==> config.mk <==
export PLATFORM = sky130hd
export DESIGN_NAME = energy_accumulator
export DESIGN_NICKNAME = d
export VERILOG_FILES = /design/src/rtl/lagd_energy_pkg.sv /design/src/rtl/energy_accumulator.sv
export SDC_FILE = /design/constraint.sdc
export NUM_CORES = 1
export LEC_CHECK = 0
export ABC_AREA = 1
export BUFFER_PORTS_ARGS = -buffer_cell sky130_fd_sc_hd__buf_2
export CELL_PAD_IN_SITES_DETAIL_PLACEMENT = 1
export CELL_PAD_IN_SITES_GLOBAL_PLACEMENT = 1
export CORE_UTILIZATION = 42
export CTS_CLUSTER_SIZE = 30
export DETAILED_ROUTE_END_ITERATION = 6
export PLACE_DENSITY_LB_ADDON = 0.05
export REMOVE_ABC_BUFFERS = 1
export SLEW_MARGIN = 20
export SYNTH_ARGS = -nofsm -noshare
export SYNTH_HDL_FRONTEND = slang
export SYNTH_SLANG_ARGS = --single-unit
==> constraint.sdc <==
create_clock -name clk_i -period 3.2 [get_ports clk_i]
set_clock_uncertainty 0.1 [all_clocks]
set_input_delay 0.48 -clock clk_i [delete_from_list [all_inputs] [get_ports clk_i]]
set_output_delay 0.48 -clock clk_i [all_outputs]
set_load 0.01 [all_outputs]
==> src/rtl/lagd_energy_pkg.sv <==
// Shared definitions for the energy datapath: default widths, signed
// energy types and the accumulator FSM state encoding.
package lagd_energy_pkg;

    localparam int DATASPIN_DEFAULT         = 256;
    localparam int LOCAL_ENERGY_BIT_DEFAULT = 16;
    localparam int TOTAL_ENERGY_BIT_DEFAULT = 32;

    typedef logic signed [LOCAL_ENERGY_BIT_DEFAULT-1:0] local_energy_t;
    typedef logic signed [TOTAL_ENERGY_BIT_DEFAULT-1:0] total_energy_t;

    typedef enum logic [0:0] {
        ACCUM  = 1'b0,
        OUTPUT = 1'b1
    } acc_state_e;

endpackage : lagd_energy_pkg

==> src/rtl/energy_accumulator.sv <==
// Sums one signed local energy per spin over a full frame of DATASPIN spins
// and presents the total Ising energy on a valid/ready output. The index of
// the next expected spin is exposed so the upstream sequencer can fetch the
// matching weight row. flush_i acts as the synchronous abort of a frame.
module energy_accumulator
    import lagd_energy_pkg::*;
#(
    parameter  int DATASPIN         = DATASPIN_DEFAULT,
    parameter  int LOCAL_ENERGY_BIT = LOCAL_ENERGY_BIT_DEFAULT,
    parameter  int TOTAL_ENERGY_BIT = TOTAL_ENERGY_BIT_DEFAULT,
    localparam int IDX_BIT          = $clog2(DATASPIN)
) (
    input  logic                               clk_i,
    input  logic                               rst_i,
    input  logic                               flush_i,
    input  logic                               energy_valid_i,
    output logic                               energy_ready_o,
    input  logic signed [LOCAL_ENERGY_BIT-1:0] energy_i,
    output logic        [IDX_BIT-1:0]          spin_idx_o,
    output logic                               total_valid_o,
    input  logic                               total_ready_i,
    output logic signed [TOTAL_ENERGY_BIT-1:0] total_energy_o,
    output logic                               busy_o
);

    // The total is wide enough that a full frame of extreme local energies
    // can never wrap, so the accumulator needs no saturation logic.
    if (DATASPIN < 2) begin : g_spin_check
        $fatal(1, "energy_accumulator: DATASPIN must be >= 2");
    end
    if (TOTAL_ENERGY_BIT < LOCAL_ENERGY_BIT + $clog2(DATASPIN)) begin : g_width_check
        $fatal(1, "energy_accumulator: TOTAL_ENERGY_BIT too narrow for DATASPIN sums");
    end

    localparam logic [IDX_BIT-1:0] IDX_ZERO = {IDX_BIT{1'b0}};
    localparam logic [IDX_BIT-1:0] IDX_ONE  = {{(IDX_BIT-1){1'b0}}, 1'b1};
    localparam logic [IDX_BIT-1:0] IDX_LAST = IDX_BIT'(DATASPIN - 1);
    localparam logic signed [TOTAL_ENERGY_BIT-1:0] ACC_ZERO = {TOTAL_ENERGY_BIT{1'b0}};

    // Two's complement widening of a local energy to the accumulator width.
    function automatic logic signed [TOTAL_ENERGY_BIT-1:0] sext_energy(
        input logic signed [LOCAL_ENERGY_BIT-1:0] e
    );
        return {{(TOTAL_ENERGY_BIT-LOCAL_ENERGY_BIT){e[LOCAL_ENERGY_BIT-1]}}, e};
    endfunction

    acc_state_e                         state_r,  state_s;
    logic signed [TOTAL_ENERGY_BIT-1:0] acc_r,    acc_s;
    logic signed [TOTAL_ENERGY_BIT-1:0] total_r,  total_s;
    logic        [IDX_BIT-1:0]          cnt_r,    cnt_s;
    logic                               busy_r,   busy_s;
    logic                               in_hs_s;

    // Input handshake only while collecting; energy_i is never looked at otherwise.
    always_comb begin
        in_hs_s = energy_valid_i && (state_r == ACCUM);
    end

    // Next-state computation for the FSM, counter, accumulator and total.
    always_comb begin
        state_s = state_r;
        acc_s   = acc_r;
        total_s = total_r;
        cnt_s   = cnt_r;
        if (flush_i) begin
            // Abort wins over any simultaneous transfer; total keeps its value.
            state_s = ACCUM;
            acc_s   = ACC_ZERO;
            cnt_s   = IDX_ZERO;
        end else begin
            case (state_r)
                ACCUM: begin
                    if (in_hs_s && (cnt_r == IDX_LAST)) begin
                        total_s = acc_r + sext_energy(energy_i);
                        acc_s   = ACC_ZERO;
                        cnt_s   = IDX_ZERO;
                        state_s = OUTPUT;
                    end else if (in_hs_s) begin
                        acc_s = acc_r + sext_energy(energy_i);
                        cnt_s = cnt_r + IDX_ONE;
                    end else begin
                        acc_s = acc_r;
                    end
                end
                OUTPUT: begin
                    if (total_ready_i) begin
                        state_s = ACCUM;
                    end else begin
                        state_s = OUTPUT;
                    end
                end
                default: begin
                    state_s = ACCUM;
                    acc_s   = ACC_ZERO;
                    cnt_s   = IDX_ZERO;
                end
            endcase
        end
    end

    // Busy once the frame has a partial sum or a total is waiting to drain.
    always_comb begin
        if ((cnt_s != IDX_ZERO) || (state_s == OUTPUT)) begin
            busy_s = 1'b1;
        end else begin
            busy_s = 1'b0;
        end
    end

    // State and datapath registers.
    always_ff @(posedge clk_i or posedge rst_i) begin
        if (rst_i) begin
            state_r <= ACCUM;
            acc_r   <= ACC_ZERO;
            total_r <= ACC_ZERO;
            cnt_r   <= IDX_ZERO;
            busy_r  <= 1'b0;
        end else begin
            state_r <= state_s;
            acc_r   <= acc_s;
            total_r <= total_s;
            cnt_r   <= cnt_s;
            busy_r  <= busy_s;
        end
    end

    // Outputs are decodes of registered state; ready is held low while in reset.
    always_comb begin
        energy_ready_o = (state_r == ACCUM) && !rst_i;
        total_valid_o  = (state_r == OUTPUT);
        total_energy_o = total_r;
        spin_idx_o     = cnt_r;
        busy_o         = busy_r;
    end

endmodule : energy_accumulator

# Yosys cells after proc, flatten, opt, wreduce, memory -nomap -nowiden
# Index checks and enable logic that the tools add are counted.
# word_totals
ramBits	0
reg_bits	74
in_bits	21
mem_count	0
latchBits	0
rom_bits	0
# classes
n_eq_ne	2
addsub	2
mux	13
n_bitwise	2
magnitude_cmp	0
n_reduce_logical	9
multipliers	0
div_mod_pow	0
n_shift	0
# ops
cell	n
$mux W32	4
$add A32 B16 Y32	1
$mux W8	4
$add A8 B1 Y8 const B	1
$eq A8 B8 Y1 const B	1
$reduce_bool A8 Y1	1
$mux W1	4
$logic_and A1 B1 Y1	3
$reduce_and A3 Y1	1
$reduce_bool A3 Y1	1
$ne A2 B2 Y1 const B	1
$not A1 Y1	2
$pmux W1 S2	1
$reduce_and A2 Y1	1
$logic_not A1 Y1	1
$logic_or A1 B1 Y1	1

# Logic depth before layout (Yosys ltp)
# depth
depth_word	9
mapped_depth	12
mapped_depth_nobuf	12

# Least setup slack after synthesis
# No wires, ideal clock.
# synth_timing
path_kind	in2reg
startpoint	input energy_i[0]
endpoint	register total_r[28], in the netlist total_energy_o[28]
setup_ns	0.118
slack_ns	1.160
cell_stages	10
arrival_time_ns	1.823
cell_sequence	ha_1 fa_1 nand3_1 nand3_1 nand3_1 nand3_1 nand2_1 nand3_1 nand3_1 nand2_1
# synth_between
elab_chain_cells	1
# synth_rtl
item	line	text
from (decl)	energy_accumulator.sv:18	input logic signed [LOCAL_ENERGY_BIT-1:0] energy_i,
$add A32 B16 Y32	energy_accumulator.sv:74	total_s = acc_r + sext_energy(energy_i);
to (signal assigned)	energy_accumulator.sv:121	total_r <= total_s;
to (decl)	energy_accumulator.sv:49	logic signed [TOTAL_ENERGY_BIT-1:0] total_r, total_s;
# No other way between the ends.
# A chain may end at the register's enable or synchronous reset.

# Worst setup path in the final report
# layout_timing
startpoint	register acc_r[0]
endpoint	register total_r[20], in the netlist total_energy_o[20]
# layout_between
elab_chain_cells	1
# layout_rtl
item	line	text
from (decl)	energy_accumulator.sv:48	logic signed [TOTAL_ENERGY_BIT-1:0] acc_r, acc_s;
from (signal assigned)	energy_accumulator.sv:120	acc_r <= acc_s;
$add A32 B16 Y32	energy_accumulator.sv:74	
# No other way between the ends.

==> qor.yml <==
setup_path:
  r2r-end: "total_energy_o[20]$_DFFE_PP0P_"
  startpoint_type: "register"
  max_stage_delay_ns: 0.47
  crit_type: "register to register"
  crit_arrival_ns: 2.54
  reg2regPathDepth: 10
  crit_chain: "ha_1 -> fa_1 -> nand3_1 -> nand3_1 -> nand3_1 -> nand3_1 -> nand3_1 -> nand3_1 -> nand3_1 -> nand2_1"
  r2r_slack_ns: 0.80
  end_kind: "register"
  rr_startpoint: "acc_r[0]$_DFFE_PP0P_"
  cp_max_fo: 4
  cp_slowest_cell: "fa_1"
  required_ns: 3.34
  critPathMostFrequentCell: "nand3_1"
final_layout:
  drive_gt1_share_pct: 12.6
  n_antenna_cell: 0
  final_area_sq_um: 6160
  final_cell_mix: "357 x nand2_1, 121 x inv_1, 74 x dfrtp_1"
  post-route-util_pct: 50.5
  final_cells: 1052
  areaGrowthSynthToFinish_pct: 14.9
  fin_nets: 933
  layout_commonest_cell: "nand2_1"
global_route:
  grt.overflow.total: 0
  grt_max_degree: 75
  grt_pass1_wl_um: 26700
  antenna_found_initial: 0
  busiest_layer: "met2"
  grt_pass1_vias: 5608
  grt_util_met2_pct: 48.8
  grtUsageMet1_pct: 29.8
  grt_util_all_layers_pct: 26.4
  use_met3_pct: 3.48
detailed_routing:
  drt-pass1-iter-count: 4
  drtIter0Drc: 266
  drt-vias-per-instance: 5.03
  drc: 0
  num_vias: 5291
  drtAntennaViolNets: 0
  routed_wl_um: 16100
  wire_per_inst_um: 15.3
synthesis:
  ys_seq_area_share_pct: 34.5
  synth_area_sq_um: 5360
  yosys_warnings: 0
  synth.distinct_cells: 32
  ys_seq_elements: 74
  syn_area_per_cell_sq_um: 6.61
  syn_inst: 811
sta:
  final.setup.tns_ns: 0
  min_period_ns: 2.40
  rsz0062_at_grt: "no"
  setup_viol: 0
  drv_slew: 0
  hold_viol_final: 0
  setup_slack_ns: 0.798
  max_clock_freq_mhz: 416
  worst_slew_pin_slew_ns: 0.748
  relSlewSlack_pct: 50.1
  finalHoldWorstSlack_ns: 0.112
  fin_crit_sh_pct: 75.0
cts:
  cts_sinks: 74
  cts_root_buffer: "clkbuf_16"
  clockBufferDepth: 2
  cts_tree: "yes"
  holdBufCountCts: 0
  cts_buffers: 9
  cts_max_level: 3
  clock_latency_ns: 0.35
  ctsResizeCount: 0
  clk_pin_slew_ns: 0.06
  post-cts-setup-buffers: 0
place:
  dp_hpwl_um: 12100
  io_buffers: 63
  dp_slack_ns: 0.624
  place_inst: 1036
  post_dp_cell_area_sq_um: 5850
  place.gp.congestion: 0.913
floorplan:
  core_region_area_sq_um: 12200
  initial_core_util_pct: 43.9
  die_w_um: 115
  die_h_um: 115
  num_rows: 40
  ios: 64
  dieArea_sq_um: 13200
pwr:
  p_clk_share_pct: 35.3
  p_sw_mw: 1.13
  p_seq_share_pct: 34.0
  power.density_nw_per_um2: 497
  p_sw_share_pct: 36.9
  vdd_ir_drop_max_uv: 207
  p_int_mw: 1.93
  finalPower_mw: 3.06
  combPwrFrac_pct: 30.7
  leakage_nw: 3.75
status:
  status: "completed"
flow_run:
  max_cap_violations: 0
worst_hold_path:
  hp-class: "input port to asynchronous set/reset pin"
==> cell families (layout without fill, tap and decap cells) <==
group	after synthesis	count (layout)	synth area share (%)
compound gates	48	48	5.16
xor+xnor	19	19	3.10
fa+ha+maj	33	33	7.84
buf+inv	138	211	10.6
flops	74	74	34.5
simple gates	499	499	38.8
==> Yosys cell counts (all sizes together) <==
cell | count | area share [%]
nand3b | 6 | 0.84
xnor2 | 11 | 1.8
nor3 | 5 | 0.77
fa | 1 | 0.37
buf | 10 | 1.6
or2 | 1 | 0.12
nor4 | 2 | 0.63
o21bai | 3 | 0.42
a21oi | 22 | 2.1
ha | 32 | 7.5
nand4 | 4 | 0.47
a21o | 1 | 0.14
o21ai | 22 | 2.5
nor2 | 51 | 3.9
nand3 | 70 | 6.6
inv | 128 | 9.0
dfrtp | 74 | 35
nand2 | 360 | 25
xor2 | 8 | 1.3
==> worst max-delay path: cells and delay by family (launching register included) <==
kind          cells  cell delay [ns]
fa+ha+maj         2             0.71
flops             1             0.39
simple gates      8             1.09
==> registers in the layout (all words and copies together) (netlist names) <==
name	flops
acc_r	32
busy_o	1
spin_idx_o	8
total_energy_o	32
total_valid_o	1
==> area by class of cell <==
class	count	area, sq um
repair buffers	67	358
clock inverters	6	72.6
inverters	128	482
flip-flops and latches	74	1850
fillers	1701	6050
multi-input cells	599	2950
well taps	168	210
clock buffers	10	239
==> power by group through the flow <==
stage | logic (mW) | registers, mW | clock network [mW]
finish | 0.941 | 1.04 | 1.08
global route | 1.07 | 1.05 | 1.13
CTS | 0.945 | 1.04 | 1.11
detailed placement | 0.933 | 1.06 | 0
global placement | 0.902 | 1.05 | 0
floorplan | 0.673 | 1.05 | 0
==> routing by layer <==
layer / up-vias / wire length [um]
met3: 37 / 523
met1: 2520 / 6830
li1: 2639 / -
met5: - / 0
met4: 0 / 510
met2: 95 / 8220
==> worst max-delay path by stage <==
stage / cells after the start / slack, ns / to / from
3_5_place_dp: 11 / 0.62 / total_energy_o[20]$_DFFE_PP0P_ / energy_i[0]
6_report: 10 / 0.80 / total_energy_o[20]$_DFFE_PP0P_ / acc_r[0]$_DFFE_PP0P_
2_1_floorplan: 1 / 0.74 / acc_r[0]$_DFFE_PP0P_ / rst_i
3_3_place_gp: 11 / 0.71 / total_energy_o[24]$_DFFE_PP0P_ / energy_i[15]
4_1_cts: 10 / 0.83 / total_energy_o[20]$_DFFE_PP0P_ / acc_r[0]$_DFFE_PP0P_
5_1_grt: 10 / 0.69 / total_energy_o[20]$_DFFE_PP0P_ / acc_r[0]$_DFFE_PP0P_
Note: power is estimated with default switching activity, not from simulation.
